**src/rtl/nyan_pkg.sv**
```systemverilog
// Shared sprite geometry and the fixed 16-entry {R,G,B} 3:3:3 palette.
package nyan_pkg;

  localparam int SPRITE_W      = 32;
  localparam int SPRITE_H      = 32;
  localparam int SPRITE_ADDR_W = 10;
  localparam int SPRITE_DATA_W = 4;

  // Packed so index 0 is the rightmost entry; index 0 is black, the usual key colour.
  localparam logic [15:0][8:0] PALETTE = {
    9'h1D2, 9'h0C7, 9'h1B6, 9'h0A4, 9'h092, 9'h124, 9'h1E6, 9'h1C7,
    9'h007, 9'h03F, 9'h038, 9'h1F8, 9'h1E0, 9'h1C0, 9'h1FF, 9'h000
  };

endpackage

```
**src/rtl/nyan_palette.sv**
```systemverilog
// Registered index-to-RGB lookup, last stage of the sprite pipeline.
// Defining NYAN_TRANSPARENCY_EN renders index 0 inside the box as the background.
module nyan_palette
  import nyan_pkg::*;
#(
  parameter logic [8:0] BG_COLOR = 9'h008
) (
  input  logic                     i_clk,
  input  logic                     i_rst_n,
  input  logic                     i_active,
  input  logic                     i_in_box,
  input  logic [SPRITE_DATA_W-1:0] i_index,
  output logic [2:0]               o_red,
  output logic [2:0]               o_grn,
  output logic [2:0]               o_blu
);

  logic [8:0] rgb_q, rgb_d;

  always_comb begin
    rgb_d = '0;
    if (i_active) begin
      if (i_in_box) begin
        rgb_d = PALETTE[i_index];
`ifdef NYAN_TRANSPARENCY_EN
        if (i_index == '0) rgb_d = BG_COLOR;
`else
`endif
      end else begin
        rgb_d = BG_COLOR;
      end
    end
  end

  always_ff @(posedge i_clk or negedge i_rst_n) begin
    if (!i_rst_n) rgb_q <= '0;
    else          rgb_q <= rgb_d;
  end

  assign o_red = rgb_q[8:6];
  assign o_grn = rgb_q[5:3];
  assign o_blu = rgb_q[2:0];

endmodule

```
**src/rtl/nyan_sprite_reader.sv**
```systemverilog
// Scrolls a 32x32 palette sprite across the raster through a 3-cycle pixel pipeline.
// Optional NYAN_TRANSPARENCY_EN (handled in nyan_palette) makes index 0 transparent.
module nyan_sprite_reader
  import nyan_pkg::*;
#(
  parameter int         ACTIVE_COLS = 640,
  parameter int         ACTIVE_ROWS = 480,
  parameter int         SCALE_LOG2  = 1,
  parameter int         FRAME_DIV   = 2,
  parameter logic [8:0] BG_COLOR    = 9'h008
) (
  input  logic                     i_clk,
  input  logic                     i_rst_n,
  input  logic                     i_hsync,
  input  logic                     i_vsync,
  input  logic [9:0]               i_col_count,
  input  logic [9:0]               i_row_count,
  input  logic [9:0]               i_sprite_y,
  output logic [SPRITE_ADDR_W-1:0] o_mem_addr,
  input  logic [SPRITE_DATA_W-1:0] i_mem_data,
  output logic                     o_hsync,
  output logic                     o_vsync,
  output logic [2:0]               o_red,
  output logic [2:0]               o_grn,
  output logic [2:0]               o_blu,
  output logic                     o_frame_tick
);

  localparam int               BOX_W    = SPRITE_W << SCALE_LOG2;
  localparam int               BOX_H    = SPRITE_H << SCALE_LOG2;
  localparam int               DIV_W    = (FRAME_DIV > 1) ? $clog2(FRAME_DIV) : 1;
  localparam logic [DIV_W-1:0] DIV_LAST = DIV_W'(FRAME_DIV - 1);
  localparam logic [9:0]       COL_LAST = 10'(ACTIVE_COLS - 1);

  logic [9:0]               sprite_x_q, sprite_x_d;
  logic [DIV_W-1:0]         div_q, div_d;
  logic                     tick_q, tick_d;
  logic [SPRITE_ADDR_W-1:0] addr_q, addr_d;
  logic                     box1_q, act1_q, box2_q, act2_q;
  logic [SPRITE_DATA_W-1:0] idx2_q;
  logic [2:0]               hs_q, vs_q;

  logic [10:0] dx, dy;
  logic        active, in_box, frame_start;

  // 11-bit differences: a count left of / above the sprite wraps high and fails the box test.
  always_comb begin
    dx          = {1'b0, i_col_count} - {1'b0, sprite_x_q};
    dy          = {1'b0, i_row_count} - {1'b0, i_sprite_y};
    active      = ({1'b0, i_col_count} < 11'(ACTIVE_COLS)) &&
                  ({1'b0, i_row_count} < 11'(ACTIVE_ROWS));
    in_box      = active && (dx < 11'(BOX_W)) && (dy < 11'(BOX_H));
    addr_d      = in_box ? {dy[SCALE_LOG2 +: 5], dx[SCALE_LOG2 +: 5]} : addr_q;
    frame_start = (i_col_count == '0) && (i_row_count == '0);
  end

  always_comb begin
    div_d      = div_q;
    sprite_x_d = sprite_x_q;
    tick_d     = 1'b0;
    if (frame_start) begin
      if (div_q == DIV_LAST) begin
        div_d      = '0;
        sprite_x_d = (sprite_x_q == COL_LAST) ? '0 : sprite_x_q + 10'd1;
        tick_d     = 1'b1;
      end else begin
        div_d = div_q + 1'b1;
      end
    end
  end

  always_ff @(posedge i_clk or negedge i_rst_n) begin
    if (!i_rst_n) begin
      sprite_x_q <= '0;
      div_q      <= '0;
      tick_q     <= 1'b0;
      addr_q     <= '0;
      box1_q     <= 1'b0;
      act1_q     <= 1'b0;
      box2_q     <= 1'b0;
      act2_q     <= 1'b0;
      idx2_q     <= '0;
      hs_q       <= '0;
      vs_q       <= '0;
    end else begin
      sprite_x_q <= sprite_x_d;
      div_q      <= div_d;
      tick_q     <= tick_d;
      addr_q     <= addr_d;
      box1_q     <= in_box;
      act1_q     <= active;
      box2_q     <= box1_q;
      act2_q     <= act1_q;
      idx2_q     <= i_mem_data;
      hs_q       <= {hs_q[1:0], i_hsync};
      vs_q       <= {vs_q[1:0], i_vsync};
    end
  end

  nyan_palette #(
    .BG_COLOR(BG_COLOR)
  ) u_palette (
    .i_clk   (i_clk),
    .i_rst_n (i_rst_n),
    .i_active(act2_q),
    .i_in_box(box2_q),
    .i_index (idx2_q),
    .o_red   (o_red),
    .o_grn   (o_grn),
    .o_blu   (o_blu)
  );

  assign o_mem_addr   = addr_q;
  assign o_hsync      = hs_q[2];
  assign o_vsync      = vs_q[2];
  assign o_frame_tick = tick_q;

endmodule

```
**config.mk**
```make
export PLATFORM = sky130hd
export DESIGN_NAME = nyan_sprite_reader
export DESIGN_NICKNAME = d
export VERILOG_FILES = /design/src/rtl/nyan_pkg.sv /design/src/rtl/nyan_palette.sv /design/src/rtl/nyan_sprite_reader.sv
export SDC_FILE = /design/constraint.sdc
export NUM_CORES = 1
export LEC_CHECK = 0
export CAP_MARGIN = 5
export CORE_ASPECT_RATIO = 0.75
export CORE_MARGIN = 3
export CORE_UTILIZATION = 30
export CTS_BUF_LIST = sky130_fd_sc_hd__clkbuf_2 sky130_fd_sc_hd__clkbuf_4 sky130_fd_sc_hd__clkbuf_8
export CTS_CLUSTER_DIAMETER = 150
export DETAILED_ROUTE_END_ITERATION = 7
export PLACE_DENSITY = 0.51
export RECOVER_POWER = 50
export SLEW_MARGIN = 20
export SYNTH_ARGS = -nofsm -noshare
export SYNTH_HDL_FRONTEND = slang
export SYNTH_SLANG_ARGS = --single-unit
```
**constraint.sdc**
```tcl
create_clock -name i_clk -period 5.2 [get_ports i_clk]
set_clock_uncertainty 0.15 [all_clocks]
set_input_delay 0.78 -clock i_clk [delete_from_list [all_inputs] [get_ports i_clk]]
set_output_delay 0.78 -clock i_clk [all_outputs]
set_load 0.01 [all_outputs]
```
==> flow_summary.ini, run 1 <==
[outcome]
status = complete, but fails checks
violations = capacitance limit, slew limit

[setup_path]
worst_ep_required_time_ns = 5.24
timing.rr.start = sprite_x_q[3]
startpoint = i_col_count[0]
path_cells = clkdlybuf4s50_1, nand2b_1, fa_1, a21o_1, a221oi_2, mux2i_1, a311o_1, nor4_2, nand4_4, mux2_2
start_kind = input port
crit_end = o_mem_addr[1]
end_kind = register
cp_slowest_cell = clkdlybuf4s50_1
r2r_cells = 9
arrival_ns = 3.73
cpPeakStageDelay_ns = 0.44
timing.rr.end = o_mem_addr[1]
r2r_setup_slack_ns = 2.02
critPathKind = input port to register
crit_fanout = 10

[timing]
relSlewSlack_pct = -57.0
slew_viol_final = 46
fin_setup_tns_ns = 0
rsz0062_at_grt = false
fmax_mhz = 271
finalSetupViolCount = 0
hold_viol = 0
period_share_pct = 71.0
holdWs_ns = 0.202
worstMarginPinSlew_ns = 2.36
period_needed_ns = 3.69

[final_layout]
finish.net_count = 417
final_common_cell = clkdlybuf4s50_1
layoutNonFillerInstCount = 480
fill_cells = 944
final_util_pct = 40.3
layout_common_cells = clkdlybuf4s50_1 (53), dfrtp_1 (45), inv_1 (31), ha_1 (26), nand2_1 (18)
register_area_um2 = 1130
syn_to_final_growth_pct = 29.5
multi_input_area_um2 = 1590
diodes = 0
drive_above_1_share_pct = 7.95

[yosys]
syn_inst = 289
synth_warnings = 0
seq_area_frac_synth_pct = 39.5
async_flop_share_pct = 100
synth_enable_flop_cells = 0
syn_area_per_cell_um2 = 9.87
ys.flop_type = dfrtp_1
syn_area_um2 = 2850
syn-num-nets = 355
synth_seq_cells = 45
synth.distinct_cells = 52

[clock_network]
cts_resized = 0
post_cts_buffers = 0
clkTransAtPathRegs_ns = 0.08
clock-root-buffer = clkbuf_8
insertion_delay_ns = 0.30
tritoncts = built
cts_buffer_depth = 2
cts_buffers = 5
h-tree-depth = 2
clkSinkCount = 45
postCtsHoldBufs = 0

[placed_design]
dp_cells = 472
io_buffers = 59
dp_hpwl_um = 5660
place_congestion = 0.830

[detailed_routing]
drc_errors = 0
drtPass1Iterations = 4
drtIter0Drc = 187
drt-total-wl_um = 6900
wl_per_cell_um = 14.4
vias_per_cell = 4.79
num_vias = 2297
drtAntennaViolNets = 0

[hold_path]
worstHoldPathType = register to register

[global_routing]
groute.usage.overall_pct = 12.8
grt_pass1_wl_um = 11100
antenna_found_initial = 0
grt_max_degree = 46
grt_pass1_vias = 2129
overflow = 0

[die]
pin_count = 60
die_h_um = 90.4
row_count = 30
initial_core_util_pct = 31.1
fp.dieW_um = 119
die-area_um2 = 10700
coreArea_um2 = 9160

[power_and_ir_drop]
ir_worst_vdd_mv = 0.0874
p_per_area_nw_per_um2 = 213
p_leak_nw = 1.65

[job]
maxCapViolations = 1
[worst max-delay path, delay by kind of cell]
family,cells,cell delay [ns]
AO/OA/AOI/OAI,3,0.81
adder cells (fa/ha/maj),1,0.40
multiplexers,2,0.46
buffers and inverters,1,0.44
AND/OR/NAND/NOR,3,0.84
[per-stage QoR]
step / area (µm²) / total power, mW / setup slack (ns)
after CTS: 3690 / 0.801 / 1.48
after detailed placement: 3580 / 0.524 / 1.16
final: 3690 / 0.788 / 1.51
after global placement: 3580 / 0.524 / 1.24
after floorplan: 2850 / 0.458 / 1.85
after global routing: 3690 / 0.834 / 1.34
[cells by family (layout without fill, tap and decap cells)]
logic type | after synthesis | count (layout) | synth area share (%)
AND/OR/NAND/NOR | 83 | 83 | 16.1
AO/OA/AOI/OAI | 66 | 66 | 15.8
flip-flops | 45 | 45 | 39.5
buffers and inverters | 35 | 98 | 4.69
adder cells (fa/ha/maj) | 28 | 28 | 12.8
XOR/XNOR | 16 | 16 | 4.91
multiplexers | 16 | 16 | 6.10
[power by group]
group	internal, mW	leakage [nW]	switching [mW]
logic	0.0747	0.995	0.0785
registers	0.356	0.591	0.00606
clock network	0.150	0.0588	0.123
total	0.580	1.65	0.207
[cell usage after synthesis (all sizes together), types with 4 or more instances]
library cell / count / area [µm²]
nand3: 8 / 40.0
a21o: 8 / 60.1
nor2b: 6 / 37.5
xnor2: 11 / 96.3
nand2b: 4 / 25.0
o21ai: 11 / 55.1
ha: 26 / 325
a21oi: 17 / 85.1
nor4: 8 / 56.3
nor3: 6 / 30.0
a211oi: 4 / 30.0
inv: 31 / 116
nor2: 15 / 56.3
dfrtp: 45 / 1130
nand4: 5 / 46.3
mux2: 11 / 124
xor2: 5 / 43.8
nand2: 18 / 67.6
mux2i: 5 / 50.1
[state kept, by name, summed over array words and instances (netlist names)]
register,count
idx2_q,4
sprite_x_q,10
vs_q,3
box1_q,1
u_palette.rgb_q,9
div_q,1
box2_q,1
act1_q,1
hs_q,3
o_frame_tick,1
act2_q,1
o_mem_addr,10
[routing by layer]
layer	GRT usage, %	up-vias	wire [µm]
met5	0	-	0
met3	3.13	4	317
met1	19.7	1082	3680
met2	17.2	54	2810
li1	-	1157	-
met4	4.24	0	94
[final cells by class]
type	instances	share of cell area (%)
clock buffers	6	2.07
clock inverters	2	1.05
inverters	31	3.15
multi-input cells	209	43.1
flip-flops and latches	45	30.5
well taps	128	4.34
repair buffers	59	15.8
[worst min-delay path by stage]
| stage | startpoint | to | slack, ns | cells after the start |
|---|---|---|---|---|
| 2_1_floorplan | act1_q | act2_q | 0.18 | 0 |
| 3_3_place_gp | hs_q[1] | hs_q[2] | 0.18 | 0 |
| 3_5_place_dp | act1_q | act2_q | 0.18 | 0 |
| 5_1_grt | act1_q | act2_q | 0.21 | 0 |
| 4_1_cts | act1_q | act2_q | 0.21 | 0 |
| 6_report | act1_q | act2_q | 0.20 | 0 |
No activity file was read; power rests on OpenSTA's default activity.
==> run 2, diff against run 1 <==
Clock period 5.2 ns to 3.6 ns, I/O delays scaled along.
==> run 2 against run 1 <==
- wire length hardly changed
- setup slack got worse by 1.3 ns
- the flow still finishes with violations (capacitance limit, slew limit)
- sequential power grew 44%
- total power grew 38%
- global-route usage up 0.20 points
- largest power group unchanged
- utilization grew 1.4 points
- die area unchanged
- hold slack improved by 0.0036 ns
- combinational power is 58% higher
- clock power is 20% higher
- sequential share of layout area fell by 1.1 points
- final cell count grew 4.4%
==> flow_summary.ini, run 2 (synthesis gave the netlist of run 1 again) <==
[timing]
hold_viol = 0
worstMarginPinSlew_ns = 2.39
slew_viol_final = 46
rsz0062_at_grt = false
relSlewSlack_pct = -59.1
period_share_pct = 94.9
finalWorstSetupSlack_ns = 0.185
period_needed_ns = 3.41
holdWs_ns = 0.206
fin_setup_tns_ns = 0
fmax_mhz = 293
finalSetupViolCount = 0

[placed_design]
io_buffers = 59
dp_hpwl_um = 5610
place_congestion = 0.800
place_ws_ns = -0.164
dpl-instance-area_um2 = 3740
dp_cells = 493

[job]
maxCapViolations = 1

[global_routing]
grt_max_degree = 46
grt_pass1_vias = 2269
antenna_found_initial = 0
grt_pass1_wl_um = 11500
overflow = 0
groute.usage.overall_pct = 13.0

[die]
die-area_um2 = 10700
coreArea_um2 = 9160
fp.dieW_um = 119
initial_core_util_pct = 31.1
pin_count = 60
row_count = 30
die_h_um = 90.4

[detailed_routing]
drc_errors = 0
vias_per_cell = 4.77
drtPass1Iterations = 4
drt-total-wl_um = 6890
drtAntennaViolNets = 0
wl_per_cell_um = 13.8
num_vias = 2388
drtIter0Drc = 147

[power_and_ir_drop]
ir_worst_vdd_mv = 0.141
p_per_area_nw_per_um2 = 285
total_power_mw = 1.09
p_leak_nw = 1.73

[outcome]
violations = capacitance limit, slew limit
status = complete, but fails checks

[final_layout]
diodes = 0
fill_cells = 935
drive_above_1_share_pct = 13.1
syn_to_final_growth_pct = 34.2
finish.net_count = 438
final_common_cell = clkdlybuf4s50_1
layoutNonFillerInstCount = 501
layout_common_cells = clkdlybuf4s50_1 (53), dfrtp_1 (45), inv_1 (31), ha_1 (26), buf_4 (21)
stdcell_area_um2 = 3830
final_util_pct = 41.8

[clock_network]
tritoncts = built
h-tree-depth = 2
clock-root-buffer = clkbuf_8
clkTransAtPathRegs_ns = 0.09
cts_buffer_depth = 2
clkSinkCount = 45
post_cts_buffers = 0
postCtsHoldBufs = 0
insertion_delay_ns = 0.30
cts_buffers = 5
cts_resized = 0

[setup_path]
crit_fanout = 10
start_kind = input port
arrival_ns = 3.45
critPathKind = input port to register
worst_ep_required_time_ns = 3.64
end_kind = register

[hold_path]
worstHoldPathType = register to register
[run 2: changes by cell type in the layout (fill, tap and decap cells not counted), sizes merged]
cell / before / now
buf: 0 / 21
bufinv: 1 / 0
clkbuf: 7 / 6
clkinvlp: 0 / 1
inv: 31 / 32
[run 2: worst paths after layout]
path	from	to	slack, ns	cells past startpoint
worst max-delay path	i_col_count[0]	o_mem_addr[4]	0.19	10
min in group asynchronous	i_rst_n	u_palette.rgb_q[7]	0.81	1
max in group asynchronous	i_rst_n	sprite_x_q[6]	1.14	1
worst max register to register	sprite_x_q[0]	o_mem_addr[4]	0.47	9
worst min-delay path	vs_q[0]	vs_q[1]	0.21	0
worst min register to register	vs_q[0]	vs_q[1]	0.21	0
[run 2: layer usage]
| metal | wire length (µm) | track usage (%) | up-vias |
|---|---|---|---|
| li1 | - | - | 1205 |
| met1 | 3600 | 20.2 | 1117 |
| met2 | 2830 | 18.2 | 62 |
| met3 | 403 | 2.69 | 4 |
| met4 | 59 | 3.18 | 0 |
| met5 | 0 | 0 | - |
[run 2: worst max-delay path, cell delays in order]
cell and delay [ns]:
clkdlybuf4s50_1 0.41, nand2b_1 0.18, fa_1 0.40, a21o_1 0.22, a221oi_2 0.25, mux2i_1 0.11
a311o_1 0.35, nor4_2 0.37, nand4_4 0.28, mux2_2 0.34
[run 2: where the power goes]
group | leakage, nW | switching, mW | internal [mW]
logic | 1.10 | 0.116 | 0.125
registers | 0.591 | 0.00886 | 0.514
clock network | 0.0445 | 0.188 | 0.138
total | 1.73 | 0.313 | 0.778
[run 2: cell type report]
cell class | instances | area, µm² | area share (%)
multi-input combinational | 209 | 1590 | 41.6
timing repair buffer | 80 | 742 | 19.4
inverter | 31 | 116 | 3.04
clock buffer | 5 | 68.8 | 1.80
sequential | 45 | 1130 | 29.4
tap | 128 | 160 | 4.19
clock inverter | 3 | 21.3 | 0.556
